$ cat src/rtl/cpu_accel_responder_if.sv
// CPU accelerator port plus command/result streams of the accelerator responder.
// The responder takes the slave side; the CPU/accelerator environment drives master.
interface cpu_accel_responder_if #(
    parameter int DATA_WIDTH = 16,
    parameter int ID_WIDTH   = 4
);
    logic [ID_WIDTH-1:0]   accel_id;
    logic                  accel_can_write;
    logic                  accel_write_enable;
    logic [DATA_WIDTH-1:0] accel_write_data;
    logic                  accel_can_read;
    logic                  accel_read_enable;
    logic [DATA_WIDTH-1:0] accel_read_data;
    logic                  cmd_valid;
    logic                  cmd_ready;
    logic [ID_WIDTH-1:0]   cmd_id;
    logic [DATA_WIDTH-1:0] cmd_data;
    logic                  res_valid;
    logic                  res_ready;
    logic [ID_WIDTH-1:0]   res_id;
    logic [DATA_WIDTH-1:0] res_data;
    logic                  error;

    modport slave (
        input  accel_id, accel_write_enable, accel_write_data,
        input  accel_read_enable, cmd_ready,
        input  res_valid, res_id, res_data,
        output accel_can_write, accel_can_read, accel_read_data,
        output cmd_valid, cmd_id, cmd_data, res_ready, error
    );

    modport master (
        output accel_id, accel_write_enable, accel_write_data,
        output accel_read_enable, cmd_ready,
        output res_valid, res_id, res_data,
        input  accel_can_write, accel_can_read, accel_read_data,
        input  cmd_valid, cmd_id, cmd_data, res_ready, error
    );
endinterface

$ cat src/rtl/cpu_accel_responder.sv
// Accelerator-side endpoint of the CPU accelerator port: command FIFO out,
// in-order result FIFO back, reads gated by the id at the result head.
module cpu_accel_responder #(
    parameter int DATA_WIDTH = 16,
    parameter int ID_WIDTH   = 4,
    parameter int CMD_DEPTH  = 4,
    parameter int RES_DEPTH  = 4
) (
    input logic clk,
    input logic rst,
    cpu_accel_responder_if.slave bus
);
    localparam int CW = $clog2(CMD_DEPTH);
    localparam int RW = $clog2(RES_DEPTH);
    localparam logic [CW:0] CMD_FULL = (CW+1)'(CMD_DEPTH);
    localparam logic [RW:0] RES_FULL = (RW+1)'(RES_DEPTH);

    logic [ID_WIDTH-1:0]   cmd_id_q   [CMD_DEPTH];
    logic [DATA_WIDTH-1:0] cmd_data_q [CMD_DEPTH];
    logic [ID_WIDTH-1:0]   res_id_q   [RES_DEPTH];
    logic [DATA_WIDTH-1:0] res_data_q [RES_DEPTH];

    logic [CW-1:0] cmd_rd, cmd_wr;
    logic [CW:0]   cmd_cnt;
    logic [RW-1:0] res_rd, res_wr;
    logic [RW:0]   res_cnt;
    logic          err_q;

    logic cmd_nempty, can_write, res_nempty, res_space, can_read;
    logic cmd_push, cmd_pop, res_push, res_pop, violation;

    assign cmd_nempty = (cmd_cnt != '0);
    assign can_write  = (cmd_cnt != CMD_FULL);
    assign res_nempty = (res_cnt != '0);
    assign res_space  = (res_cnt != RES_FULL);
    assign can_read   = res_nempty && (res_id_q[res_rd] == bus.accel_id);

    // A full FIFO rejects a push even when a pop happens on the same edge.
    assign cmd_push = bus.accel_write_enable && can_write;
    assign cmd_pop  = cmd_nempty && bus.cmd_ready;
    assign res_push = bus.res_valid && res_space;
    assign res_pop  = bus.accel_read_enable && can_read;

    assign violation = (bus.accel_write_enable && !can_write)
                    || (bus.accel_read_enable && !can_read);

    assign bus.accel_can_write = can_write;
    assign bus.accel_can_read  = can_read;
    assign bus.accel_read_data = res_nempty ? res_data_q[res_rd] : '0;
    assign bus.cmd_valid       = cmd_nempty;
    assign bus.cmd_id          = cmd_id_q[cmd_rd];
    assign bus.cmd_data        = cmd_data_q[cmd_rd];
    assign bus.res_ready       = res_space;
    assign bus.error           = err_q;

    always_ff @(posedge clk) begin
        if (!rst) begin
            cmd_rd  <= '0;
            cmd_wr  <= '0;
            cmd_cnt <= '0;
            res_rd  <= '0;
            res_wr  <= '0;
            res_cnt <= '0;
            err_q   <= 1'b0;
        end else begin
            if (cmd_push) cmd_wr <= cmd_wr + 1'b1;
            if (cmd_pop)  cmd_rd <= cmd_rd + 1'b1;
            if (cmd_push && !cmd_pop)      cmd_cnt <= cmd_cnt + 1'b1;
            else if (cmd_pop && !cmd_push) cmd_cnt <= cmd_cnt - 1'b1;

            if (res_push) res_wr <= res_wr + 1'b1;
            if (res_pop)  res_rd <= res_rd + 1'b1;
            if (res_push && !res_pop)      res_cnt <= res_cnt + 1'b1;
            else if (res_pop && !res_push) res_cnt <= res_cnt - 1'b1;

            if (violation) err_q <= 1'b1;
        end
    end

    // Storage needs no reset: stale slots are unreachable once counts clear.
    always_ff @(posedge clk) begin
        if (rst && cmd_push) begin
            cmd_id_q[cmd_wr]   <= bus.accel_id;
            cmd_data_q[cmd_wr] <= bus.accel_write_data;
        end
        if (rst && res_push) begin
            res_id_q[res_wr]   <= bus.res_id;
            res_data_q[res_wr] <= bus.res_data;
        end
    end
endmodule

$ cat src/flat_wrapper.sv
// flat-port wrapper written by rule: the top's interface ports become plain ports
module cpu_accel_responder_flat 
#(
    parameter int DATA_WIDTH = 16,
    parameter int ID_WIDTH   = 4,
    parameter int CMD_DEPTH  = 4,
    parameter int RES_DEPTH  = 4
)
  (clk, rst, bus_accel_id, bus_accel_write_enable, bus_accel_write_data, bus_accel_read_enable, bus_cmd_ready, bus_res_valid, bus_res_id, bus_res_data, bus_accel_can_write, bus_accel_can_read, bus_accel_read_data, bus_cmd_valid, bus_cmd_id, bus_cmd_data, bus_res_ready, bus_error);
  cpu_accel_responder_if #(.DATA_WIDTH(DATA_WIDTH), .ID_WIDTH(ID_WIDTH)) bus_i ();
  input logic clk;
  input logic rst;
  input wire logic [$bits(bus_i.accel_id)-1:0] bus_accel_id;
  input wire logic [$bits(bus_i.accel_write_enable)-1:0] bus_accel_write_enable;
  input wire logic [$bits(bus_i.accel_write_data)-1:0] bus_accel_write_data;
  input wire logic [$bits(bus_i.accel_read_enable)-1:0] bus_accel_read_enable;
  input wire logic [$bits(bus_i.cmd_ready)-1:0] bus_cmd_ready;
  input wire logic [$bits(bus_i.res_valid)-1:0] bus_res_valid;
  input wire logic [$bits(bus_i.res_id)-1:0] bus_res_id;
  input wire logic [$bits(bus_i.res_data)-1:0] bus_res_data;
  output wire logic [$bits(bus_i.accel_can_write)-1:0] bus_accel_can_write;
  output wire logic [$bits(bus_i.accel_can_read)-1:0] bus_accel_can_read;
  output wire logic [$bits(bus_i.accel_read_data)-1:0] bus_accel_read_data;
  output wire logic [$bits(bus_i.cmd_valid)-1:0] bus_cmd_valid;
  output wire logic [$bits(bus_i.cmd_id)-1:0] bus_cmd_id;
  output wire logic [$bits(bus_i.cmd_data)-1:0] bus_cmd_data;
  output wire logic [$bits(bus_i.res_ready)-1:0] bus_res_ready;
  output wire logic [$bits(bus_i.error)-1:0] bus_error;
  assign bus_i.accel_id = bus_accel_id;
  assign bus_i.accel_write_enable = bus_accel_write_enable;
  assign bus_i.accel_write_data = bus_accel_write_data;
  assign bus_i.accel_read_enable = bus_accel_read_enable;
  assign bus_i.cmd_ready = bus_cmd_ready;
  assign bus_i.res_valid = bus_res_valid;
  assign bus_i.res_id = bus_res_id;
  assign bus_i.res_data = bus_res_data;
  assign bus_accel_can_write = bus_i.accel_can_write;
  assign bus_accel_can_read = bus_i.accel_can_read;
  assign bus_accel_read_data = bus_i.accel_read_data;
  assign bus_cmd_valid = bus_i.cmd_valid;
  assign bus_cmd_id = bus_i.cmd_id;
  assign bus_cmd_data = bus_i.cmd_data;
  assign bus_res_ready = bus_i.res_ready;
  assign bus_error = bus_i.error;
  cpu_accel_responder #(.DATA_WIDTH(DATA_WIDTH), .ID_WIDTH(ID_WIDTH), .CMD_DEPTH(CMD_DEPTH), .RES_DEPTH(RES_DEPTH)) u_core (.clk(clk), .rst(rst), .bus(bus_i));
endmodule
$ cat config.mk
export PLATFORM = sky130hd
export DESIGN_NAME = cpu_accel_responder_flat
export DESIGN_NICKNAME = d
export VERILOG_FILES = /design/src/rtl/cpu_accel_responder_if.sv /design/src/rtl/cpu_accel_responder.sv /design/src/flat_wrapper.sv
export SDC_FILE = /design/constraint.sdc
export NUM_CORES = 1
export LEC_CHECK = 0
export CAP_MARGIN = 10
export CORE_UTILIZATION = 40
export DETAILED_ROUTE_END_ITERATION = 12
export GPL_TIMING_DRIVEN = 0
export PLACE_DENSITY_LB_ADDON = 0.3
export SLEW_MARGIN = 15
export SYNTH_ARGS = -nofsm -noshare
export SYNTH_HDL_FRONTEND = slang
export SYNTH_SLANG_ARGS = --single-unit
$ cat constraint.sdc
create_clock -name clk -period 8.55 [get_ports clk]
set_input_delay 2.565 -clock clk [delete_from_list [all_inputs] [get_ports clk]]
set_output_delay 2.565 -clock clk [all_outputs]
set_load 0.02 [all_outputs]
# --- Word level (Yosys, flattened, before mapping) ---
# Memory sizes are Yosys's and may differ from the RTL's. A register that Yosys moved wholly into a read port is not among the register bits.
# Cells that the tools add are included.
word_totals:
  reg_bits: 15
  ramBits: 160
  output_inout_bits: 41
  mem_count: 4
classes:
  addsub: 8
  n_eq_ne: 3
  mux: 17
  n_reduce_logical: 24
memory_table:
  columns: ["memory", "depth", "width", "read_ports", "rd_ports_with_merged_regs", "wr", "line_no", "source"]
  rows:
  - ["u_core.cmd_data_q", 4, 16, 1, 1, 1, "cpu_accel_responder.sv:19", "logic [DATA_WIDTH-1:0] cmd_data_q [CMD_DEPTH];"]
  - ["u_core.res_data_q", 4, 16, 1, 1, 1, "cpu_accel_responder.sv:21", "logic [DATA_WIDTH-1:0] res_data_q [RES_DEPTH];"]
  - ["u_core.cmd_id_q", 4, 4, 1, 1, 1, "cpu_accel_responder.sv:18", "logic [ID_WIDTH-1:0] cmd_id_q [CMD_DEPTH];"]
  - ["u_core.res_id_q", 4, 4, 1, 1, 1, "cpu_accel_responder.sv:20", "logic [ID_WIDTH-1:0] res_id_q [RES_DEPTH];"]
op_table:
  columns: ["cell", "count"]
  rows:
  - ["2-to-1 mux 16 bit", 1]
  - ["2-to-1 mux 2 bit", 8]
  - ["logical AND 1 bit", 13]
  - ["2-to-1 mux 3 bit", 4]
  - ["adder 2 x 1 -> 2 bit, second input constant", 4]
  - ["adder 3 x 1 -> 3 bit, second input constant", 2]
  - ["logical NOT 1 bit", 6]
  - ["!= test 3 bit, second input constant", 2]
  - ["nonzero test 3 bit", 2]
  - ["subtractor 3 x 1 -> 3 bit, second input constant", 2]
  - ["== test 4 bit", 1]
  - ["2-to-1 mux 1 bit", 4]
  - ["nonzero test 2 bit", 2]
  - ["logical OR 1 bit", 1]

# --- Logic depth before layout (Yosys ltp) ---
logic_depth:
  ltp_word: 6
  ltp_mapped: 12
  depth_no_buf: 11

# --- Worst setup path after synthesis ---
# Ideal clock, no wire load.
synth_timing:
  kind: "input-to-output"
  startpoint: "in bus_accel_id[0]"
  endpoint: "out bus_accel_can_read"
  t_arrival_ns: 3.313
  required_ns: 5.985
  path_slack_ns: 2.672
  cell_stages: 3
  n_path_buf: 0
  cell_sequence: "xnor2_1 > or3_1 > a21oi_4"
synth_via:
  elab_chain_len: 2
synth_rtl:
  columns: ["item", "line_no", "source"]
  rows:
  - ["start, declared", "flat_wrapper.sv:13", "input wire logic [$bits(bus_i.accel_id)-1:0] bus_accel_id;"]
  - ["== test 4 bit", "cpu_accel_responder.sv:36", "assign can_read = res_nempty && (res_id_q[res_rd] == bus.accel_id);"]
  - ["logical AND 1 bit", "cpu_accel_responder.sv:36", null]
  - ["end, declared", "flat_wrapper.sv:22", "output wire logic [$bits(bus_i.accel_can_read)-1:0] bus_accel_can_read;"]
# Every way passes these cells.

# --- Final worst setup path ---
# Same ends and word-level chain as after synthesis.

==> impl_results.html <==
<table>
<tr><th>Metric</th><th>Value</th></tr>
<tr><th colspan="2">Outcome</th></tr>
<tr><td>Outcome</td><td>finished, final reports clean</td></tr>
<tr><th colspan="2">Clock tree</th></tr>
<tr><td>CTS-repair resized insts</td><td>0</td></tr>
<tr><td>CTS tree</td><td>done</td></tr>
<tr><td>Deepest clock path buffer count</td><td>2</td></tr>
<tr><td>Root Buffer Master</td><td>sky130_fd_sc_hd__clkbuf_16</td></tr>
<tr><td>Number of buffers created by CTS</td><td>17</td></tr>
<tr><td>Clock slew at reported path FFs</td><td>0.07 ns</td></tr>
<tr><td>Clock insertion delay at the later pin of the skew report</td><td>0.42 ns</td></tr>
<tr><td>CTS H-tree depth</td><td>4</td></tr>
<tr><td>Number of buffers added for setup after CTS</td><td>0</td></tr>
<tr><td>Sinks on the clock net</td><td>179</td></tr>
<tr><td>Hold Buf Count CTS</td><td>0</td></tr>
<tr><th colspan="2">Drt</th></tr>
<tr><td>Count of antenna-violating nets left after detailed routing</td><td>0</td></tr>
<tr><td>Vias after detailed routing</td><td>3346</td></tr>
<tr><td>Routed len/inst</td><td>17.6 µm</td></tr>
<tr><td>Drt total wl</td><td>11900 µm</td></tr>
<tr><td>Length of the first detailed-routing pass in iterations</td><td>4</td></tr>
<tr><td>Vias per cell</td><td>4.95</td></tr>
<tr><td>Starting DRT DRC Count</td><td>139</td></tr>
<tr><td>Drt drc</td><td>0</td></tr>
<tr><th colspan="2">Cells and area</th></tr>
<tr><td>Register area</td><td>0.00518 mm²</td></tr>
<tr><td>Synth-to-layout area growth</td><td>24.9%</td></tr>
<tr><td>Multi-input logic area</td><td>0.00162 mm²</td></tr>
<tr><td>Fill cells</td><td>1348</td></tr>
<tr><td>Antenna cells</td><td>0</td></tr>
<tr><td>Post-layout net count</td><td>501</td></tr>
<tr><td>Fraction of layout cells with a size suffix above 1</td><td>16.0%</td></tr>
<tr><th colspan="2">Floorplan</th></tr>
<tr><td>Die extent in y</td><td>133 µm</td></tr>
<tr><td>Initial cell density of the core</td><td>41.2%</td></tr>
<tr><td>Die Wd</td><td>133 µm</td></tr>
<tr><td>Core area</td><td>0.0167 mm²</td></tr>
<tr><td>Core Rows</td><td>47</td></tr>
<tr><td>Number of primary I/O pins</td><td>87</td></tr>
<tr><td>Die Footprint</td><td>0.0177 mm²</td></tr>
<tr><th colspan="2">Min path</th></tr>
<tr><td>Path category of the worst min-delay check</td><td>flip-flop to flip-flop</td></tr>
<tr><th colspan="2">Yosys</th></tr>
<tr><td>Post-synth net total</td><td>396</td></tr>
<tr><td>Ranking of synthesized cells by area</td><td>sky130_fd_sc_hd__edfxtp_1 (70%), sky130_fd_sc_hd__mux4_2 (12%), sky130_fd_sc_hd__dfxtp_1 (5.5%), sky130_fd_sc_hd__ha_1 (1.8%), sky130_fd_sc_hd__mux2i_1 (1.6%)</td></tr>
<tr><td>Average size of a mapped cell</td><td>20.4 µm²</td></tr>
<tr><td>Yosys top cell area share</td><td>69.8%</td></tr>
<tr><td>Library cells used by synthesis</td><td>28</td></tr>
<tr><td>Number of enable flip-flop cells after synthesis</td><td>160</td></tr>
<tr><td>Share of flip-flops with an asynchronous set or reset</td><td>0%</td></tr>
<tr><td>Mapped Cells</td><td>338</td></tr>
<tr><td>Synth warn</td><td>0</td></tr>
<tr><td>Post-synthesis cell type with the largest combined area</td><td>sky130_fd_sc_hd__edfxtp_1</td></tr>
<tr><td>Part of the Yosys area used for sequential elements</td><td>75.4%</td></tr>
<tr><td>Most used flip-flop cell after synthesis</td><td>sky130_fd_sc_hd__edfxtp_1</td></tr>
<tr><td>Post-synthesis cell area</td><td>0.00688 mm²</td></tr>
<tr><td>Register bit total from synthesis</td><td>179</td></tr>
<tr><th colspan="2">Critical path</th></tr>
<tr><td>Cell repeated most along the worst path</td><td>sky130_fd_sc_hd__clkdlybuf4s50_1</td></tr>
<tr><td>Largest fanout on the critical path</td><td>6</td></tr>
<tr><td>Worst reg-to-reg setup slack</td><td>5.40 ns</td></tr>
<tr><td>Crit path arrival time</td><td>4.56 ns</td></tr>
<tr><td>Sort of element at the start of the critical path</td><td>input pin</td></tr>
<tr><td>Slowest stage cell on the critical path</td><td>sky130_fd_sc_hd__clkdlybuf4s50_1</td></tr>
<tr><td>Ordered list of cells on the worst path</td><td>clkdlybuf4s50_1 -&gt; xnor2_1 -&gt; or3_1 -&gt; a21oi_4 -&gt; clkdlybuf4s50_1</td></tr>
<tr><td>Crit Path Category</td><td>input pin to output pin</td></tr>
<tr><td>Kind of end point of the critical path</td><td>output pin</td></tr>
<tr><td>Number of buffers and inverters on the critical path</td><td>2</td></tr>
<tr><td>Kind of cell with the highest combined delay on the critical path</td><td>buffers and inverters</td></tr>
<tr><td>Delay of the slowest cell on the worst path</td><td>0.64 ns</td></tr>
<tr><td>Critical path data required time</td><td>5.99 ns</td></tr>
<tr><th colspan="2">Pwr</th></tr>
<tr><td>Share of total power in sequential cells</td><td>44.8%</td></tr>
<tr><td>Internal power</td><td>1.70 mW</td></tr>
<tr><td>Power per Cell Area</td><td>273 mW/mm²</td></tr>
<tr><td>Switching power summed over all nets</td><td>648 µW</td></tr>
<tr><td>Switching portion of total power</td><td>27.6%</td></tr>
<tr><td>Clock network fraction of design power</td><td>31.8%</td></tr>
<tr><td>Static Leakage</td><td>2.81 nW</td></tr>
<tr><td>Comb power frac</td><td>23.4%</td></tr>
<tr><td>Highest ir drop seen on vdd</td><td>0.142 mV</td></tr>
<tr><th colspan="2">STA</th></tr>
<tr><td>RSZ-0062 raised after global routing</td><td>no</td></tr>
<tr><td>Sum Neg Setup Slack</td><td>0 ns</td></tr>
<tr><td>Tightest hold margin</td><td>0.486 ns</td></tr>
<tr><td>Final worst path period need</td><td>7.13 ns</td></tr>
<tr><td>Final number of max-transition violations</td><td>0</td></tr>
<tr><td>Final Skew</td><td>0.00655 ns</td></tr>
<tr><td>Crit share post-route</td><td>83.4%</td></tr>
<tr><td>Achievable clock frequency</td><td>140 MHz</td></tr>
<tr><td>Worst Max-Slew Pin Slew</td><td>1.10 ns</td></tr>
<tr><td>Count of endpoints failing hold in the final timing report</td><td>0</td></tr>
<tr><td>Worst relative slew slack</td><td>26.4%</td></tr>
<tr><td>Setup violations, final</td><td>0</td></tr>
<tr><th colspan="2">GRT</th></tr>
<tr><td>Number of global-route vias before repair</td><td>3640</td></tr>
<tr><td>Global-route wire length before repair</td><td>19000 µm</td></tr>
<tr><td>Maximum number of pins on one net before global-route repair</td><td>21</td></tr>
<tr><td>Total congestion overflow</td><td>0</td></tr>
<tr><td>Initial antenna violation count</td><td>0</td></tr>
<tr><td>Overall global routing resource usage</td><td>14.7%</td></tr>
<tr><th colspan="2">Placed design</th></tr>
<tr><td>Final Wtd Congestion</td><td>0.757</td></tr>
<tr><td>Buffers on Ports</td><td>86</td></tr>
<tr><td>Post-detail-place hpwl</td><td>7570 µm</td></tr>
<tr><th colspan="2">Run</th></tr>
<tr><td>Number of violations of the max-capacitance limit</td><td>0</td></tr>
</table>
-- cell usage in the layout (no fill, tap or decap), types with 2 or more instances in the layout --
| cell | Yosys | final |
|---|---|---|
| sky130_fd_sc_hd__inv_6 | 0 | 6 |
| sky130_fd_sc_hd__clkdlybuf4s50_1 | 0 | 86 |
| sky130_fd_sc_hd__fa_1 | 2 | 2 |
| sky130_fd_sc_hd__inv_1 | 7 | 7 |
| sky130_fd_sc_hd__xnor2_1 | 4 | 4 |
| sky130_fd_sc_hd__a21oi_1 | 2 | 2 |
| sky130_fd_sc_hd__clkinv_1 | 0 | 2 |
| sky130_fd_sc_hd__nand2_1 | 6 | 6 |
| sky130_fd_sc_hd__clkbuf_16 | 0 | 17 |
| sky130_fd_sc_hd__dfxtp_1 | 19 | 19 |
| sky130_fd_sc_hd__mux2i_1 | 11 | 11 |
| sky130_fd_sc_hd__nor2_1 | 13 | 13 |
| sky130_fd_sc_hd__mux4_2 | 38 | 38 |
| sky130_fd_sc_hd__o21ai_0 | 2 | 2 |
| sky130_fd_sc_hd__clkbuf_1 | 10 | 11 |
| sky130_fd_sc_hd__and2_1 | 2 | 2 |
| sky130_fd_sc_hd__edfxtp_1 | 160 | 160 |
| sky130_fd_sc_hd__or3_1 | 4 | 4 |
| sky130_fd_sc_hd__buf_1 | 2 | 2 |
| sky130_fd_sc_hd__nand2b_1 | 2 | 2 |
| sky130_fd_sc_hd__inv_8 | 0 | 3 |
| sky130_fd_sc_hd__xor2_1 | 10 | 10 |
| sky130_fd_sc_hd__nor2b_1 | 16 | 16 |
| sky130_fd_sc_hd__and3_1 | 8 | 7 |
| sky130_fd_sc_hd__nand3_1 | 3 | 3 |
| sky130_fd_sc_hd__ha_1 | 10 | 10 |
-- logic make-up (layout without fill, tap and decap cells) --
kind of cell,count (synthesis),in the layout,share of synthesized area (%)
buf+inv,20,138,1.20
simple gates,57,57,4.49
mux,49,49,14.0
compound gates,7,7,0.710
flops,179,179,75.4
fa+ha+maj,12,12,2.40
xor+xnor,14,14,1.78
-- power groups by stage --
| stage | registers [mW] | logic, mW | clock network [mW] |
|---|---|---|---|
| 2_1_floorplan | 1.06 | 0.329 | 0 |
| 3_3_place_gp | 1.06 | 0.549 | 0 |
| 3_5_place_dp | 1.07 | 0.558 | 0 |
| 4_1_cts | 1.05 | 0.560 | 0.764 |
| 5_1_grt | 1.06 | 0.596 | 0.798 |
| 6_report | 1.05 | 0.549 | 0.745 |
-- registers in the layout, indices dropped and copies added (netlist names), named ones only --
| register | count |
|---|---|
| u_core.res_rd | 2 |
| u_core.cmd_cnt | 3 |
| u_core.cmd_rd | 2 |
| u_core.cmd_wr | 2 |
| u_core.res_wr | 2 |
| u_core.res_data_q | 64 |
| u_core.res_id_q | 16 |
| u_core.cmd_id_q | 16 |
| u_core.cmd_data_q | 64 |
| u_core.bus.error | 1 |
| u_core.res_cnt | 3 |
-- final timing paths --
check | startpoint | to | depth (start not counted)
max | bus_accel_id[0] | bus_accel_can_read | 5
min reg2reg | u_core.res_rd[1] | flip-flop | 2
max reg2reg | flip-flop | u_core.res_cnt[2] | 12
min | u_core.res_rd[1] | flip-flop | 2
-- routing by layer --
metal	GRT usage, %	vias up	part of all wire, %
li1	-	1550	-
met1	17.2	1679	41
met2	25.2	104	52
met3	4.03	13	5.3
met4	6.50	0	1.4
met5	0	-	0
-- final cells by class --
class / instances / share of cell area, %
Sequential cell: 179 / 60.4
Multi-Input combinational cell: 139 / 18.8
Timing Repair Buffer: 86 / 10.0
Clock buffer: 18 / 5.00
Tap cell: 220 / 3.20
Clock inverter: 14 / 1.63
Buffer: 13 / 0.655
Inverter: 7 / 0.306
-- through the flow --
step / power, mW / instances / utilization [%] / setup WS [ns] / cell area [µm²]
floorplan: 1.39 / 338 / - / 2.67 / 6880
global placement: 1.61 / 644 / 48.0 / 1.44 / 8020
detailed placement: 1.63 / 644 / 48.0 / 1.40 / 8020
CTS: 2.38 / 676 / 51.4 / 1.40 / 8590
global route: 2.45 / 676 / 51.4 / 1.34 / 8590
finish: 2.35 / 676 / 51.4 / 1.42 / 8590
-- cells in the mapped netlist, types with 3 or more instances --
cell type                  number
sky130_fd_sc_hd__and3_1         8
sky130_fd_sc_hd__clkbuf_1      10
sky130_fd_sc_hd__dfxtp_1       19
sky130_fd_sc_hd__edfxtp_1     160
sky130_fd_sc_hd__ha_1          10
sky130_fd_sc_hd__inv_1          7
sky130_fd_sc_hd__mux2i_1       11
sky130_fd_sc_hd__mux4_2        38
sky130_fd_sc_hd__nand2_1        6
sky130_fd_sc_hd__nand3_1        3
sky130_fd_sc_hd__nor2_1        13
sky130_fd_sc_hd__nor2b_1       16
sky130_fd_sc_hd__or3_1          4
sky130_fd_sc_hd__xnor2_1        4
sky130_fd_sc_hd__xor2_1        10
-- worst register-to-register path: stages (launching register included) --
cell                      delay (ns)
sky130_fd_sc_hd__dfxtp_1        0.41
sky130_fd_sc_hd__buf_1          0.55
sky130_fd_sc_hd__mux2i_1        0.29
sky130_fd_sc_hd__xnor2_1        0.08
sky130_fd_sc_hd__or3_1          0.36
sky130_fd_sc_hd__a21oi_4        0.25
sky130_fd_sc_hd__nand2_2        0.12
sky130_fd_sc_hd__ha_1           0.24
sky130_fd_sc_hd__inv_1          0.08
sky130_fd_sc_hd__fa_1           0.18
sky130_fd_sc_hd__xor2_1         0.08
sky130_fd_sc_hd__or3_1          0.30
sky130_fd_sc_hd__a21oi_1        0.14
Power figures use the tool's default switching activity.
